## src/rtl/fetch_queue_unit.sv

```systemverilog
// fetch_queue_unit
// Generates the fetch PC and issues at most one outstanding icache request.
// Responses go into a circular fetch queue whose head is presented to decode.
// Branch and trap redirects flush the queue. A response that is still in flight
// at redirect time is dropped. A misaligned PC or an access fault parks the
// fetcher in HALT until the next redirect.
// Optional build macro: FETCH_PERF_CNT_EN adds the PERF_STALL_CNT output, a
// saturating count of cycles in which decode was ready but the queue was empty.
module fetch_queue_unit #(
    parameter int unsigned     XLEN     = 64,
    parameter int unsigned     FQ_DEPTH = 4,
    parameter logic [XLEN-1:0] RESET_PC = '0
) (
    input  logic            CLK,
    input  logic            RESET,
    input  logic            REDIRECT_V,
    input  logic [XLEN-1:0] REDIRECT_PC,
    input  logic            TRAP_V,
    input  logic [XLEN-1:0] MTVEC,
    output logic            IC_REQ_V,
    output logic [XLEN-1:0] IC_REQ_PC,
    input  logic            IC_REQ_RDY,
    input  logic            IC_RSP_V,
    input  logic [31:0]     IC_RSP_INSTR,
    input  logic            IC_RSP_ERR,
    output logic            DE_V,
    output logic [31:0]     DE_IR,
    output logic [XLEN-1:0] DE_PC,
    output logic [XLEN-1:0] DE_NPC,
    output logic            DE_IAM,
    output logic            DE_IAF,
    input  logic            DE_RDY
`ifdef FETCH_PERF_CNT_EN
    ,
    output logic [31:0]     PERF_STALL_CNT
`endif
);

    localparam int unsigned PTR_W = (FQ_DEPTH > 1) ? $clog2(FQ_DEPTH) : 1;
    localparam int unsigned CNT_W = PTR_W + 1;
    localparam int unsigned OCC_W = CNT_W + 1;

    typedef enum logic [1:0] {
        ST_RUN  = 2'd0,
        ST_WAIT = 2'd1,
        ST_DROP = 2'd2,
        ST_HALT = 2'd3
    } state_t;

    state_t state_q;
    state_t state_d;

    logic [XLEN-1:0]  pc_q;
    logic [XLEN-1:0]  req_pc_q;
    logic [PTR_W-1:0] wr_ptr_q;
    logic [PTR_W-1:0] rd_ptr_q;
    logic [CNT_W-1:0] count_q;

    // queue storage, one field per array
    logic [31:0]      ir_mem  [FQ_DEPTH];
    logic [XLEN-1:0]  pc_mem  [FQ_DEPTH];
    logic             iam_mem [FQ_DEPTH];
    logic             iaf_mem [FQ_DEPTH];

    logic             redirect;
    logic [XLEN-1:0]  redirect_target;
    logic             outstanding;
    logic [OCC_W-1:0] occupancy;
    logic             has_space;
    logic             has_room;
    logic             pc_aligned;
    logic             req_v;
    logic             req_fire;
    logic             push_v;
    logic [31:0]      push_ir;
    logic [XLEN-1:0]  push_pc;
    logic             push_iam;
    logic             push_iaf;
    logic             pop;

    // Redirect decode: a trap takes priority over a branch redirect.
    always_comb begin
        redirect        = TRAP_V | REDIRECT_V;
        redirect_target = TRAP_V ? MTVEC : REDIRECT_PC;
    end

    // Occupancy bookkeeping. Only WAIT and DROP have a response in flight.
    always_comb begin
        outstanding = (state_q == ST_WAIT) || (state_q == ST_DROP);
        occupancy   = OCC_W'(count_q) + OCC_W'(outstanding);
        has_space   = count_q < CNT_W'(FQ_DEPTH);
        has_room    = occupancy < OCC_W'(FQ_DEPTH);
        pc_aligned  = (pc_q[1:0] == 2'b00);
    end

    // State register
    always_ff @(posedge CLK or posedge RESET) begin
        if (RESET) begin
            state_q <= ST_RUN;
        end else begin
            state_q <= state_d;
        end
    end

    // Next-state logic. A redirect overrides every state.
    always_comb begin
        state_d = state_q;
        if (redirect) begin
            // If the response lands in the redirect cycle itself it is
            // discarded there, so nothing remains in flight to drop.
            state_d = (outstanding && !IC_RSP_V) ? ST_DROP : ST_RUN;
        end else begin
            case (state_q)
                ST_RUN: begin
                    if (req_fire) begin
                        state_d = ST_WAIT;
                    end else if (push_v) begin
                        state_d = ST_HALT;
                    end
                end
                ST_WAIT: begin
                    if (IC_RSP_V) begin
                        state_d = IC_RSP_ERR ? ST_HALT : ST_RUN;
                    end
                end
                ST_DROP: begin
                    if (IC_RSP_V) begin
                        state_d = ST_RUN;
                    end
                end
                default: begin
                    state_d = state_q;
                end
            endcase
        end
    end

    // State outputs: request valid and the queue push payload.
    always_comb begin
        req_v    = 1'b0;
        push_v   = 1'b0;
        push_ir  = '0;
        push_pc  = pc_q;
        push_iam = 1'b0;
        push_iaf = 1'b0;
        if (!RESET && !redirect) begin
            case (state_q)
                ST_RUN: begin
                    if (pc_aligned) begin
                        req_v = has_room;
                    end else if (has_space) begin
                        // misaligned PC becomes an exception entry with an empty IR
                        push_v   = 1'b1;
                        push_iam = 1'b1;
                    end
                end
                ST_WAIT: begin
                    if (IC_RSP_V) begin
                        push_v   = 1'b1;
                        push_ir  = IC_RSP_INSTR;
                        push_pc  = req_pc_q;
                        push_iaf = IC_RSP_ERR;
                    end
                end
                default: begin
                    req_v = 1'b0;
                end
            endcase
        end
    end

    // Handshake and pop qualification
    always_comb begin
        req_fire = req_v & IC_REQ_RDY;
        pop      = (count_q != '0) & DE_RDY & ~redirect;
    end

    // PC register and the address of the request that is in flight
    always_ff @(posedge CLK or posedge RESET) begin
        if (RESET) begin
            pc_q     <= RESET_PC;
            req_pc_q <= RESET_PC;
        end else begin
            if (redirect) begin
                pc_q <= redirect_target;
            end else if (req_fire) begin
                pc_q <= pc_q + XLEN'(4);
            end
            if (req_fire) begin
                req_pc_q <= pc_q;
            end
        end
    end

    // Queue pointers and count. A redirect empties the queue.
    always_ff @(posedge CLK or posedge RESET) begin
        if (RESET) begin
            wr_ptr_q <= '0;
            rd_ptr_q <= '0;
            count_q  <= '0;
        end else if (redirect) begin
            wr_ptr_q <= '0;
            rd_ptr_q <= '0;
            count_q  <= '0;
        end else begin
            if (push_v) begin
                wr_ptr_q <= wr_ptr_q + PTR_W'(1);
            end
            if (pop) begin
                rd_ptr_q <= rd_ptr_q + PTR_W'(1);
            end
            case ({push_v, pop})
                2'b10:   count_q <= count_q + CNT_W'(1);
                2'b01:   count_q <= count_q - CNT_W'(1);
                default: count_q <= count_q;
            endcase
        end
    end

    // Queue storage write. Entries are only read once the count covers them.
    always_ff @(posedge CLK) begin
        if (push_v) begin
            ir_mem[wr_ptr_q]  <= push_ir;
            pc_mem[wr_ptr_q]  <= push_pc;
            iam_mem[wr_ptr_q] <= push_iam;
            iaf_mem[wr_ptr_q] <= push_iaf;
        end
    end

    // Icache request port
    always_comb begin
        IC_REQ_V  = req_v;
        IC_REQ_PC = pc_q;
    end

    // Decode port driven directly from the queue head
    always_comb begin
        DE_V   = (count_q != '0);
        DE_IR  = ir_mem[rd_ptr_q];
        DE_PC  = pc_mem[rd_ptr_q];
        DE_NPC = pc_mem[rd_ptr_q] + XLEN'(4);
        DE_IAM = iam_mem[rd_ptr_q];
        DE_IAF = iaf_mem[rd_ptr_q];
    end

`ifdef FETCH_PERF_CNT_EN
    logic [31:0] stall_cnt_q;

    // Count the cycles in which decode waits on an empty queue (saturating)
    always_ff @(posedge CLK or posedge RESET) begin
        if (RESET) begin
            stall_cnt_q <= '0;
        end else if (DE_RDY && (count_q == '0) && (stall_cnt_q != 32'hFFFF_FFFF)) begin
            stall_cnt_q <= stall_cnt_q + 32'd1;
        end
    end

    always_comb begin
        PERF_STALL_CNT = stall_cnt_q;
    end
`endif

endmodule

```

## config.mk

```make
export PLATFORM = sky130hd
export DESIGN_NAME = fetch_queue_unit
export DESIGN_NICKNAME = d
export VERILOG_FILES = /design/src/rtl/fetch_queue_unit.sv
export SDC_FILE = /design/constraint.sdc
export NUM_CORES = 1
export LEC_CHECK = 0
export BUFFER_PORTS_ARGS = -buffer_cell sky130_fd_sc_hd__buf_4
export CAP_MARGIN = 5
export CORE_ASPECT_RATIO = 0.6
export CORE_UTILIZATION = 53
export DETAILED_ROUTE_END_ITERATION = 10
export HOLD_SLACK_MARGIN = 0.02
export PLACE_DENSITY = 0.76
export SETUP_SLACK_MARGIN = 0.1
export SLEW_MARGIN = 20
export SYNTH_ARGS = -nofsm -noshare
export SYNTH_HDL_FRONTEND = slang
export SYNTH_SLANG_ARGS = --single-unit
```

## constraint.sdc

```tcl
create_clock -name CLK -period 11.59 [get_ports CLK]
set_clock_uncertainty 0.05 [all_clocks]
set_input_delay 3.477 -clock CLK [delete_from_list [all_inputs] [get_ports CLK]]
set_output_delay 3.477 -clock CLK [all_outputs]
set_load 0.03 [all_outputs]
```

Yosys cells after proc, flatten, opt, wreduce, memory -nomap -nowiden
Memories as Yosys holds them, arrays and structs flattened.
Index checks and enable logic that the tools add are counted.

operators by class
  $mul = 0
  div/mod/pow operators = 0
  shifts and indexed selects = 0
  eq/ne operators = 7
  bitwise logic cells = 5
  muxes and demuxes = 38
  reductions and logical operators = 15
  $add $sub $neg = 7
  magnitude comparators = 2

operators by type and width
  operator                 count
  $mux W64                 6
  $add A64 B3 Y64 const B  2
  $mux W32                 3
  $mux W2                  11
  $mux W1                  14
  $ne A3 B3 Y1 const B     2
  $pmux W2 S3              1
  $pmux W3 S2              1
  $reduce_bool A2 Y1       3
  $reduce_bool A3 Y1       2
  $add A2 B1 Y2 const B    2
  $add A3 B1 Y4            1
  $eq A2 B1 Y1 const B     2
  $eq A2 B2 Y1 const B     2
  $logic_not A2 Y1         2
  $lt A4 B3 Y1 const B     1
  $ne A4 B4 Y1 const B     1
  $reduce_and A4 Y1        1
  $reduce_bool A4 Y1       1
  $add A3 B1 Y3 const B    1
  $and A1 B1 Y1            3
  $logic_not A1 Y1         3
  $lt A3 B3 Y1 const B     1
  $mux W3                  1
  other kinds (6)          7

storage, ports and cells
  bits in read-only memories = 0
  memories kept = 4
  latch bits = 0
  bits in writable memories = 392
  input bits = 168
  bits in registers = 137

memories
  name     depth  width  read ports  clocked after Yosys merged registers in  write ports  RTL line  RTL
  pc_mem   4      64     1           0                                        1            61        logic [XLEN-1:0] pc_mem [FQ_DEPTH];
  ir_mem   4      32     1           0                                        1            60        logic [31:0] ir_mem [FQ_DEPTH];
  iaf_mem  4      1      1           0                                        1            63        logic iaf_mem [FQ_DEPTH];
  iam_mem  4      1      1           0                                        1            62        logic iam_mem [FQ_DEPTH];

Depth between registers and ports, before layout
  depth in word-level cells = 11
  depth in mapped cells = 11

Worst setup path after synthesis
No wires, ideal clock.

  path type = input to register
  start = in REDIRECT_V
  end = mem iaf_mem[0] (enable)
  buffers on the path = 1
  arrival time = 8722 ps
  path slack = 2251 ps
  library setup time = 568 ps
  cell stages on the path = 5
  data required time = 10972 ps
  cell sequence = clkbuf_1 > nor3_1 > o211a_1 > nor2_1 > nor2b_1

between the ends
  word-level cells in the longest chain between the ends = 6

RTL lines
  item                           RTL line  RTL
  from (decl)                    16        input logic REDIRECT_V,
  $or A1 B1 Y1                   83        redirect = TRAP_V | REDIRECT_V;
  $logic_not A1 Y1               146       if (!RESET && !redirect) begin
  $logic_and A1 B1 Y1            146
  $mux W1                        146
  $mux W1                        222       if (push_v) begin
  $mux W1 (implied by the code)  226       iaf_mem[wr_ptr_q] <= push_iaf;
  to (decl)                      63

No other way between the ends.

Final worst setup path
  start = in REDIRECT_V
  end = out IC_REQ_V

between the ends
  word-level cells in the longest chain between the ends = 4

RTL lines
  item                 RTL line  RTL
  $or A1 B1 Y1         83
  $logic_not A1 Y1     146
  $logic_and A1 B1 Y1  146
  $mux W1              146
  to (decl)            20        output logic IC_REQ_V,

No other way between the ends.

==> impl_metrics.toml <==
[route]
routed-via-count = 16790
wl_per_cell_um = 25.82
dr.pass1.iters = 7
ant_nets = 0
vias_per_cell = 6.170
totalWireLength_um = 70260
drtIter0Drc = 2086
drc = 0

[setup_path]
timing.rr.end = "IC_REQ_PC[41]"
crit_path_max_fanout = 26
reg2reg_from = "state_q[0]"
crit_type = "in -> out"
setup.worst_path.start = "REDIRECT_V"
cp-start-kind = "input port"
crit_required_ps = 8060
arrival_ps = 4690
reg2reg_slack_ps = 7710
endpoint_kind = "primary output"
worstRegToRegCells = 9

[finish]
fin_nets = 2278
drive_gt1_share_pct = 29.85
final_util_pct = 66.18
finalInstanceArea_um2 = 29120
fin_cells = 2721
syn_to_final_growth_pct = 21.25
num-fill-cells = 3140

[logic_synthesis]
synth_async_sr_flop_share_pct = 25.90
avgSynthCellArea_um2 = 13.90
synth_top_area_share_pct = 49.02
synth_edf_count = 392
ys_top_cells_by_area = "edfxtp_1 (49%), dfrtp_1 (14%), mux4_2 (6.8%)"
yosysSeqAreaShare_pct = 63.30
netlist_instances = 1727
syn_area_um2 = 24010
synth_warnings = 0
synth.most_common_cell = "edfxtp_1"
ys_ff_latch = 529
synth-main-ff-cell = "edfxtp_1"
synth_cell_types = 70
synth_fp_nets = 1905
synth_top_cell_by_area = "edfxtp_1"
synth.top_cells.by_count = "edfxtp_1 (392), nand2_1 (267), dfrtp_1 (137)"

[power]
p_sw_mw = 1.192
p_int_mw = 3.340
total_power_mw = 4.532
combinationalPowerShare_pct = 13.2
max-vdd-ir-drop_mv = 0.1227
sw_frac_of_total_pct = 26.30
p_clk_share_pct = 36.4
p_per_area_nw_per_um2 = 155.7
seqPwrFrac_pct = 50.4
p_leak_nw = 11.14

[clocking]
htreeDepth = 2
clockRootBuffer = "clkbuf_16"
hold_buffers = 0
clk_latency_ps = 580
numCtsBuffers = 49
path_clk_slew_ps = 70
post_cts_resized = 0
clock-sinks = 529
clockBufferDepth = 3
cts_tree = "yes"
cts_setup_buffers = 0

[placement]
gp_congestion = 0.8875
dpl.cell_count = 2628
dpl-instance-area_um2 = 27470
io_buffers = 395
hpwl_um = 49190
dp_worst_setup_slack_ps = 3437

[sta]
grt_setup_unrepaired = "no"
setup_viol = 0
hold_viol_final = 0
timing.hold.ws_ps = 419.9
setup_tns_ps = 0
worstMarginPinSlew_ps = 1150
slew_violations = 0
finalCriticalPeriod_ps = 8214
slew_headroom_pct = 22.71
fmaxAchievable_mhz = 121.7
min_period_over_period_pct = 70.87
final.setup.worst_slack_ps = 3376

[global_routing]
grt_max_degree = 81
overflow = 0
grt_pass1_wl_um = 103500
first_global_vias = 16150
antenna_found_initial = 1
grt_use_total_pct = 30.16

[floorplan]
row_count = 59
initial_utilization_pct = 54.58
core_area_um2 = 44000
dieArea_um2 = 46190
die_y_um = 166.9
ioPinCount = 396
die_w_um = 276.8

[hold_path]
whs_path_depth = 2
hold_start = "req_pc_q[61]"
hp-class = "reg -> reg"
whs_endpoint = "req_pc_q[61]"

[run_status]
outcome = "complete, no violations"

[job]
maxCapViolCount = 0
## how the worst max path moves through the flow
| stage | endpoint | slack [ps] | cells past startpoint |
|---|---|---|---|
| 2_1_floorplan | iaf_mem[0] | 2250 | 5 |
| 3_3_place_gp | IC_REQ_V | 3520 | 4 |
| 3_5_place_dp | IC_REQ_V | 3440 | 4 |
| 4_1_cts | DE_NPC[36] | 3190 | 9 |
| 5_1_grt | DE_NPC[60] | 2960 | 9 |
| 6_report | IC_REQ_V | 3380 | 4 |
## sequential cells by signal (all words and copies together), names as in the netlist
| signal | count |
|---|---|
| pc_mem | 256 |
| wr_ptr_q | 2 |
| iaf_mem | 4 |
| count_q | 3 |
| req_pc_q | 64 |
| ir_mem | 128 |
| IC_REQ_PC | 64 |
| state_q | 2 |
| iam_mem | 4 |
| rd_ptr_q | 2 |
## layout make-up
class                           instances  area [um^2]  share of cell area [%]
Antenna cell                            1        2.502                0.008594
Clock buffer                           69         1414                   4.856
Clock inverter                         23        221.5                  0.7606
Inverter                               22        87.58                  0.3008
Multi-Input combinational cell       1082         8337                   28.63
Sequential cell                       529        15210                   52.23
Tap cell                              579        724.4                   2.488
Timing Repair Buffer                  416         3123                   10.73
## cells in the final DEF, fill, tap and decap left out, types with 45 or more instances in the layout
| cell | count |
|---|---|
| buf_4 | 416 |
| edfxtp_1 | 392 |
| nand2_1 | 267 |
| dfrtp_1 | 135 |
| mux4_2 | 73 |
| o21ai_0 | 61 |
| nor2_1 | 55 |
| mux2_2 | 55 |
| clkbuf_16 | 51 |
| a21oi_1 | 49 |
| nand3_1 | 48 |
| xor2_1 | 46 |
| and2_1 | 45 |
## cells by family after synthesis
kind of cell | count (synthesis) | share of synthesized area, %
AND/OR/NAND/NOR | 604 | 12.37
flip-flops | 529 | 63.30
AO/OA/AOI/OAI | 208 | 5.383
multiplexers | 171 | 12.91
buffers and inverters | 116 | 2.235
XOR/XNOR | 89 | 3.246
adder cells (fa/ha/maj) | 10 | 0.5523
## layer usage
metal | vias up | global-route usage [%] | share of wire, %
li1 | 7335 | - | -
met1 | 8347 | 45.35 | 43
met2 | 969 | 43.58 | 43
met3 | 138 | 7.632 | 11
met4 | 0 | 8.623 | 3.0
met5 | - | 0 | 0
## critical path, stage by stage
cell    delay [ps]
buf_4          240
nor3_1         540
and3_1         260
buf_4          160
## power by group through the flow
stage | registers (mW) | logic, mW | clock network, mW
2_1_floorplan | 2.33 | 0.314 | 0
3_3_place_gp | 2.31 | 0.573 | 0
3_5_place_dp | 2.32 | 0.591 | 0
4_1_cts | 2.28 | 0.594 | 1.67
5_1_grt | 2.30 | 0.640 | 1.74
6_report | 2.29 | 0.598 | 1.65
Note: power is estimated with default switching activity, not from simulation.
